**src/rtl/alu_iterative_if.sv**
```systemverilog
// Handshake and operand/result bundle between the control path and the iterative ALU.
interface alu_iterative_if #(
    parameter int unsigned WIDTH = 32
);
    logic             valid_in;
    logic             ready_out;
    logic [2:0]       alucontrol;
    logic [WIDTH-1:0] src_a;
    logic [WIDTH-1:0] src_b;
    logic             valid_out;
    logic [WIDTH-1:0] result;
    logic             zero;
    logic             busy;

    modport master (
        output valid_in, alucontrol, src_a, src_b,
        input  ready_out, valid_out, result, zero, busy
    );

    modport slave (
        input  valid_in, alucontrol, src_a, src_b,
        output ready_out, valid_out, result, zero, busy
    );
endinterface

```
**src/rtl/alu_iterative.sv**
```systemverilog
// Execute-stage ALU: single-cycle logic/arith ops plus a fixed-latency shift-add multiply.
// Optional feature macro: ALU_MUL_EN (when undefined, opcode 101 returns 0 in one cycle).
module alu_iterative #(
    parameter int unsigned WIDTH = 32
) (
    input  logic           clk,
    input  logic           rst_n,
    alu_iterative_if.slave bus
);

    localparam logic [2:0] OP_MUL = 3'b101;

    logic [WIDTH-1:0] alu_res_c;
    logic             accept_c;
    logic             busy_c;
    logic [WIDTH-1:0] result_q;
    logic             zero_q;
    logic             valid_out_q;
    logic             slt_c;

    assign slt_c    = $signed(bus.src_a) < $signed(bus.src_b);
    assign accept_c = bus.valid_in && !busy_c;

    // Single-cycle result; the multiply opcode has no single-cycle value.
    always_comb begin
        alu_res_c = '0;
        case (bus.alucontrol)
            3'b000:  alu_res_c = bus.src_a & bus.src_b;
            3'b001:  alu_res_c = bus.src_a | bus.src_b;
            3'b010:  alu_res_c = bus.src_a + bus.src_b;
            3'b011:  alu_res_c = bus.src_a ^ bus.src_b;
            3'b100:  alu_res_c = bus.src_a - bus.src_b;
            3'b110:  alu_res_c = {{(WIDTH-1){1'b0}}, slt_c};
            3'b111:  alu_res_c = ~(bus.src_a | bus.src_b);
            default: alu_res_c = '0;
        endcase
    end

`ifdef ALU_MUL_EN
    localparam int unsigned CNT_W = $clog2(WIDTH);

    typedef enum logic {
        S_IDLE = 1'b0,
        S_MUL  = 1'b1
    } state_e;

    state_e           state_q;
    logic [WIDTH-1:0] mcand_q;
    logic [WIDTH-1:0] mplier_q;
    logic [WIDTH-1:0] acc_q;
    logic [WIDTH-1:0] acc_d;
    logic [CNT_W-1:0] count_q;

    assign acc_d  = mplier_q[0] ? (acc_q + mcand_q) : acc_q;
    assign busy_c = (state_q == S_MUL);

    always_ff @(posedge clk or negedge rst_n) begin
        if (!rst_n) begin
            state_q     <= S_IDLE;
            mcand_q     <= '0;
            mplier_q    <= '0;
            acc_q       <= '0;
            count_q     <= '0;
            result_q    <= '0;
            zero_q      <= 1'b1;
            valid_out_q <= 1'b0;
        end else begin
            valid_out_q <= 1'b0;
            case (state_q)
                S_IDLE: begin
                    if (accept_c) begin
                        if (bus.alucontrol == OP_MUL) begin
                            mcand_q  <= bus.src_a;
                            mplier_q <= bus.src_b;
                            acc_q    <= '0;
                            count_q  <= '0;
                            state_q  <= S_MUL;
                        end else begin
                            result_q    <= alu_res_c;
                            zero_q      <= (alu_res_c == '0);
                            valid_out_q <= 1'b1;
                        end
                    end
                end
                S_MUL: begin
                    acc_q    <= acc_d;
                    mcand_q  <= mcand_q << 1;
                    mplier_q <= mplier_q >> 1;
                    count_q  <= count_q + CNT_W'(1);
                    // Last step folds into the result on the same edge.
                    if (count_q == CNT_W'(WIDTH - 1)) begin
                        result_q    <= acc_d;
                        zero_q      <= (acc_d == '0);
                        valid_out_q <= 1'b1;
                        state_q     <= S_IDLE;
                    end
                end
                default: state_q <= S_IDLE;
            endcase
        end
    end
`else
    assign busy_c = 1'b0;

    always_ff @(posedge clk or negedge rst_n) begin
        if (!rst_n) begin
            result_q    <= '0;
            zero_q      <= 1'b1;
            valid_out_q <= 1'b0;
        end else begin
            valid_out_q <= accept_c;
            if (accept_c) begin
                result_q <= alu_res_c;
                zero_q   <= (alu_res_c == '0);
            end
        end
    end
`endif

    assign bus.busy      = busy_c;
    assign bus.ready_out = !busy_c;
    assign bus.valid_out = valid_out_q;
    assign bus.result    = result_q;
    assign bus.zero      = zero_q;

endmodule

```
**src/flat_wrapper.sv**
```systemverilog
// flat-port wrapper written by rule: the top's interface ports become plain ports
module alu_iterative_flat 
#(
    parameter int unsigned WIDTH = 32
)
  (clk, rst_n, bus_valid_in, bus_alucontrol, bus_src_a, bus_src_b, bus_ready_out, bus_valid_out, bus_result, bus_zero, bus_busy);
  alu_iterative_if #(.WIDTH(WIDTH)) bus_i ();
  input  logic clk;
  input  logic rst_n;
  input wire logic [$bits(bus_i.valid_in)-1:0] bus_valid_in;
  input wire logic [$bits(bus_i.alucontrol)-1:0] bus_alucontrol;
  input wire logic [$bits(bus_i.src_a)-1:0] bus_src_a;
  input wire logic [$bits(bus_i.src_b)-1:0] bus_src_b;
  output wire logic [$bits(bus_i.ready_out)-1:0] bus_ready_out;
  output wire logic [$bits(bus_i.valid_out)-1:0] bus_valid_out;
  output wire logic [$bits(bus_i.result)-1:0] bus_result;
  output wire logic [$bits(bus_i.zero)-1:0] bus_zero;
  output wire logic [$bits(bus_i.busy)-1:0] bus_busy;
  assign bus_i.valid_in = bus_valid_in;
  assign bus_i.alucontrol = bus_alucontrol;
  assign bus_i.src_a = bus_src_a;
  assign bus_i.src_b = bus_src_b;
  assign bus_ready_out = bus_i.ready_out;
  assign bus_valid_out = bus_i.valid_out;
  assign bus_result = bus_i.result;
  assign bus_zero = bus_i.zero;
  assign bus_busy = bus_i.busy;
  alu_iterative #(.WIDTH(WIDTH)) u_core (.clk(clk), .rst_n(rst_n), .bus(bus_i));
endmodule
```
**config.mk**
```make
export PLATFORM = sky130hd
export DESIGN_NAME = alu_iterative_flat
export DESIGN_NICKNAME = d
export VERILOG_FILES = /design/src/rtl/alu_iterative_if.sv /design/src/rtl/alu_iterative.sv /design/src/flat_wrapper.sv
export SDC_FILE = /design/constraint.sdc
export NUM_CORES = 1
export LEC_CHECK = 0
export ABC_AREA = 1
export BUFFER_PORTS_ARGS = -buffer_cell sky130_fd_sc_hd__buf_2
export CAP_MARGIN = 40
export CORE_MARGIN = 3
export CORE_UTILIZATION = 54
export CTS_CLUSTER_SIZE = 24
export DETAILED_ROUTE_END_ITERATION = 10
export HOLD_SLACK_MARGIN = 0.02
export PLACE_DENSITY = 0.78
export SLEW_MARGIN = 20
export SYNTH_ARGS = -nofsm -noshare
export SYNTH_HDL_FRONTEND = slang
export SYNTH_SLANG_ARGS = --single-unit
```
**constraint.sdc**
```tcl
create_clock -name clk -period 0.8 [get_ports clk]
set_clock_uncertainty 0.05 [all_clocks]
set_input_delay 0.2 -clock clk [delete_from_list [all_inputs] [get_ports clk]]
set_output_delay 0.2 -clock clk [all_outputs]
set_load 0.1 [all_outputs]
```
==> reports/qor.txt, run 1 <==
num rows: 44
Avg Synthesized Cell Area: 5.39 µm²
Post-CTS Hold Fix Bufs: 1
tool error: [ERROR DPL-0038] Utilization greater than 100%, impossible to legalize
Max Buffers Root-to-Sink: 2
GP Congestion: 1.12
asr flop ratio synth: 1.00
Net Count, Synth: 1681
status: did not finish
PortBufs: 103
largest area contributor in the synthesized netlist: nand2_1
I/O pins: 106
post-synth top area share: 0.229
DP HPWL: 28000 µm
Initial Util: 0.556
Die Y: 129 µm
CTS H-Tree Depth: 2
sequential fraction of the synthesis area: 0.105
postcts setup bufs: 59
Syn Inst Count: 1506
CTS sink cnt: 34
last stage the flow got to: clock tree synthesis
TritonCTS Buffers: 5
post-synthesis register bit count: 34
ys flop type: dfrtp_1
Mapped Area: 8110 µm²
Ys Warns: 0
Area contributors post-synth: nand2_1 23%, ha_1 16%, inv_1 14%
Die X: 129 µm
# resized after CTS: 485
Synth cell types: 41
number of flops mapped to enable cells by yosys: 0
Root Buffer: clkbuf_16
==> through the flow <==
stage               setup slack [ps]  cells  hold slack, ps  cell area, µm²
floorplan                      -1100   1506            -146            9210
global placement               -1680   2055           -21.6           12500
detailed placement             -1740   2055           -18.8           12500
==> Yosys cell counts, types with 2 or more instances <==
cell type / number
nor2_1: 160
o21ai_1: 2
nand3_1: 137
ha_1: 103
a21oi_2: 2
nor2_2: 6
a211oi_1: 11
a31oi_1: 2
xor2_1: 2
o22ai_1: 22
nor3_1: 11
dfrtp_1: 33
a21oi_1: 62
nor4_1: 2
o21bai_1: 7
nor3_2: 6
conb_1: 2
nand2_1: 494
nand4_1: 11
inv_1: 292
clkbuf_1: 8
clkinv_1: 4
a221oi_1: 13
inv_2: 10
buf_2: 25
buf_6: 3
nand2_2: 3
nand3_2: 5
buf_4: 9
o21ai_0: 47
fa_1: 2
==> logic make-up after synthesis <==
group	share of synthesized area
fa+ha+maj	0.164
other cells	0.000926
simple gates	0.429
flops	0.105
buf+inv	0.173
xor+xnor	0.00216
compound gates	0.125
mux	0.00123
==> run 2: changes to the inputs <==
--- a/config.mk
+++ b/config.mk
@@ -9,11 +9,9 @@
 export BUFFER_PORTS_ARGS = -buffer_cell sky130_fd_sc_hd__buf_2
 export CAP_MARGIN = 40
 export CORE_MARGIN = 3
-export CORE_UTILIZATION = 54
-export CTS_CLUSTER_SIZE = 24
+export CORE_UTILIZATION = 39
 export DETAILED_ROUTE_END_ITERATION = 10
-export HOLD_SLACK_MARGIN = 0.02
-export PLACE_DENSITY = 0.78
+export PLACE_DENSITY_LB_ADDON = 0.15
 export SLEW_MARGIN = 20
 export SYNTH_ARGS = -nofsm -noshare
 export SYNTH_HDL_FRONTEND = slang
==> constraint.sdc (replaced) <==
create_clock -name clk -period 1 [get_ports clk]
set_clock_uncertainty 0.05 [all_clocks]
set_input_delay 0.25 -clock clk [delete_from_list [all_inputs] [get_ports clk]]
set_output_delay 0.25 -clock clk [all_outputs]
set_load 0.1 [all_outputs]
==> run 2 against run 1 <==
The flow now finishes, with violations (negative setup slack). Area after synthesis stayed put. Synthesized cell count unchanged.
==> reports/qor.txt, run 2 <==
status: finished with violations
violated checks: negative setup slack
ys flop type: dfrtp_1
most frequent cell after synthesis: nand2_1
Initial Util: 0.398 (-0.158)
compound-gate portion of the synthesized area: 0.125 (unchanged)
gr ovfl total: 0
r2r setup slk: 40 ps
NumNets Final: 2168
Int Pwr: 7.16 mW
Worst path depth: 22
Max Buffers Root-to-Sink: 2 (unchanged)
max incr delay on CP: 320 ps
CTS sink cnt: 34 (unchanged)
Synth cell types: 41 (unchanged)
Pleak: 8.03 nW
Max Cap Viol: 0
post-route insts no fill: 2264
r2r endpoint: u_core.bus.result[17]
Root Buffer: clkbuf_16
fin crit period: 2200 ps
Max FO, Critical Path: 6
Slew Limit Fails: 0
num rows: 52 (+18%)
PwrDens: 906 nW/µm²
DP HPWL: 31200 µm (+12%)
WP data required: 1170 ps
Largest register FFs: 32
worst setup path end: u_core.bus.zero
Inserted Diodes: 0
Area growth syn-to-layout: 92.4%
antenna viol nets, final: 0
Mapped Area: 8110 µm² (unchanged)
die area: 22600 µm²
Flop pwr share: 0.128
vias after detailed routing: 11800
final worst slack: -1200 ps
Psw: 6.97 mW
Residual DRC: 0
vias per inst: 5.23
Fin. Hold Viols: 0
VDD IR-drop max: 0.838 mV
TritonCTS Buffers: 5 (unchanged)
Sw Share: 0.493
Final Setup Violations: 67
most frequent cells in the layout: 366 x buf_4, 329 x nand2_1, 175 x inv_1
f_max: 0.454 GHz
largest net degree at the start of global routing: 37
Syn Inst Count: 1506 (unchanged)
TritonCTS clock tree: done
DR iter-0 viols: 901
r2r startpoint: u_core.bus.result[17]
adder-cell share of the synthesized area: 0.164 (unchanged)
Post-Synth XOR/XNOR Area: 0.00216 (unchanged)
Clock Pin Slew Worst Setup and Hold Paths: 50 ps
R2R depth: 4
GP Congestion: 1.11 (-0.92%)
final core utilization: 0.766
Ys Warns: 0 (unchanged)
first-pass GRT wire length: 58600 µm
crit end category: flip-flop
final wirelength: 39000 µm
number of flops mapped to enable cells by yosys: 0 (unchanged)
sequential fraction of the synthesis area: 0.105 (unchanged)
post-place setup slack: -1820 ps (-80.7 ps)
Final period util: 2.20
DRT Pass-1 Iters: 5
most frequent CP cell: nand2_2
Clk Latency, worst-skew pair: 280 ps
CP max stage cell: ha_4
CTS H-Tree Depth: 2 (unchanged)
initial antenna violation count: 0
Avg Synthesized Cell Area: 5.39 µm² (unchanged)
post-synth top area share: 0.229 (unchanged)
share of layout cells above drive strength 1: 0.571
asr flop ratio synth: 1.00 (unchanged)
Placed Cells incl. Taps: 2178 (+6.0%)
CP startpoint: bus_src_b[4]
I/O pins: 106 (unchanged)
wire length per cell: 17.2 µm
startpoint types: input port
WP data arrival: 2380 ps
setup tns final: -36190 ps
post-synthesis register bit count: 34 (unchanged)
vias in the first global route: 11100
Max-slew headroom: 0.644
Synth top cells by count: 494 x nand2_1, 292 x inv_1, 160 x nor2_1
Area contributors post-synth: nand2_1 23%, ha_1 16%, inv_1 14%
worst-margin pin slew: 534 ps
largest family of logic cells by synthesized area: simple AND/OR/NAND/NOR gates
Hold Path Class: input port to flip-flop
GRT Resource Usage Total: 0.332
Core ar.: 20400 µm²
Final Total Pwr: 14.1 mW
Setup Crit Path Kind: input port to flip-flop
crit path buf inv count: 4
Net Count, Synth: 1681 (unchanged)
most common cell after layout, fill and taps aside: buf_4
Synth Area in Simple Gates: 0.429 (unchanged)
RSZ-0062 raised after global routing: yes
proportion of synthesized area in mux cells: 0.00123 (unchanged)
combinational power share: 0.771
PortBufs: 103 (unchanged)
Clock Power Share: 0.101
CP delay by family, top: simple AND/OR/NAND/NOR gates
largest area contributor in the synthesized netlist: nand2_1
CP Cell Sequence: buf_2 -> inv_2 -> ha_4 -> inv_2 -> nand2_2 -> nand2_2 -> nand2_2 -> nand2_2 -> nand2_2 -> nand3_4 -> nand2_4 -> nand3_2 -> nand3_1 -> nand2_1 -> nor2_2 -> buf_4 -> nand2_2 -> nor2_2 -> nand2_1 -> nor2_2 -> nand2_1 -> nand2_1
Die X: 150 µm (+17%)
Die Y: 150 µm (+17%)
Hold Path Stages: 2
## run 2: routing by layer
layer  vias to the layer above  global-route usage  share of wire
li1                       5655                   -              -
met1                      5529               0.450           0.42
met2                       551               0.557           0.47
met3                        99              0.0226          0.075
met4                         0               0.118          0.037
met5                         -                   0              0
## run 2: cell families (layout without fill, tap and decap cells)
family                     Yosys count  count (layout)
xor gates and xnor gates             2               2
and+or+nand+nor                    839             839
adders and majority gates          105             105
buffers and inverters              351             839
muxes                                1               1
AOI/OAI and AO/OA                  172             172
DFF                                 34              34
other                                2               2
## run 2: final cells by class
class,count,area (µm²)
multi-input combinational,1121,8240
fill,1534,4760
timing repair buffer,525,4690
inverter,306,1290
sequential,34,897
tap,270,338
clock buffer,6,129
clock inverter,2,10.0
## run 2: timing repair
item                                    CTS  global route
hold buffers                              1             0
setup buffers                            41            43
cloned                                    0             0
endpoints found under the setup margin   67            67
resized for setup                       370           222
endpoints found under the hold margin     9             0
pin swaps                               107           121
## run 2: worst min path at each step
stage                       startpoint  slack, ps              endpoint
after detailed placement         rst_n        110  u_core.bus.result[5]
after CTS                 bus_valid_in        300  u_core.bus.valid_out
after floorplan                  rst_n       -100  u_core.bus.result[0]
final                     bus_valid_in        310  u_core.bus.valid_out
after global placement           rst_n        120  u_core.bus.result[8]
after global routing      bus_valid_in        310  u_core.bus.valid_out
## run 2: power groups by stage
stage          clock (mW)  sequential [mW]  combinational (mW)
2_1_floorplan           0             3.12                3.51
3_3_place_gp            0             1.83                8.69
3_5_place_dp            0             1.83                8.76
4_1_cts              1.44             1.81                9.92
5_1_grt              1.52             1.84                11.5
6_report             1.42             1.81                10.9
## run 2: per-stage QoR
| step | instance area [µm²] | hold WS, ps |
|---|---|---|
| 5_1_grt | 15600 | 309 |
| 3_5_place_dp | 12800 | 113 |
| 4_1_cts | 14500 | 303 |
| 2_1_floorplan | 9120 | -95.6 |
| 6_report | 15600 | 315 |
| 3_3_place_gp | 12800 | 118 |
Power figures use the tool's default switching activity.
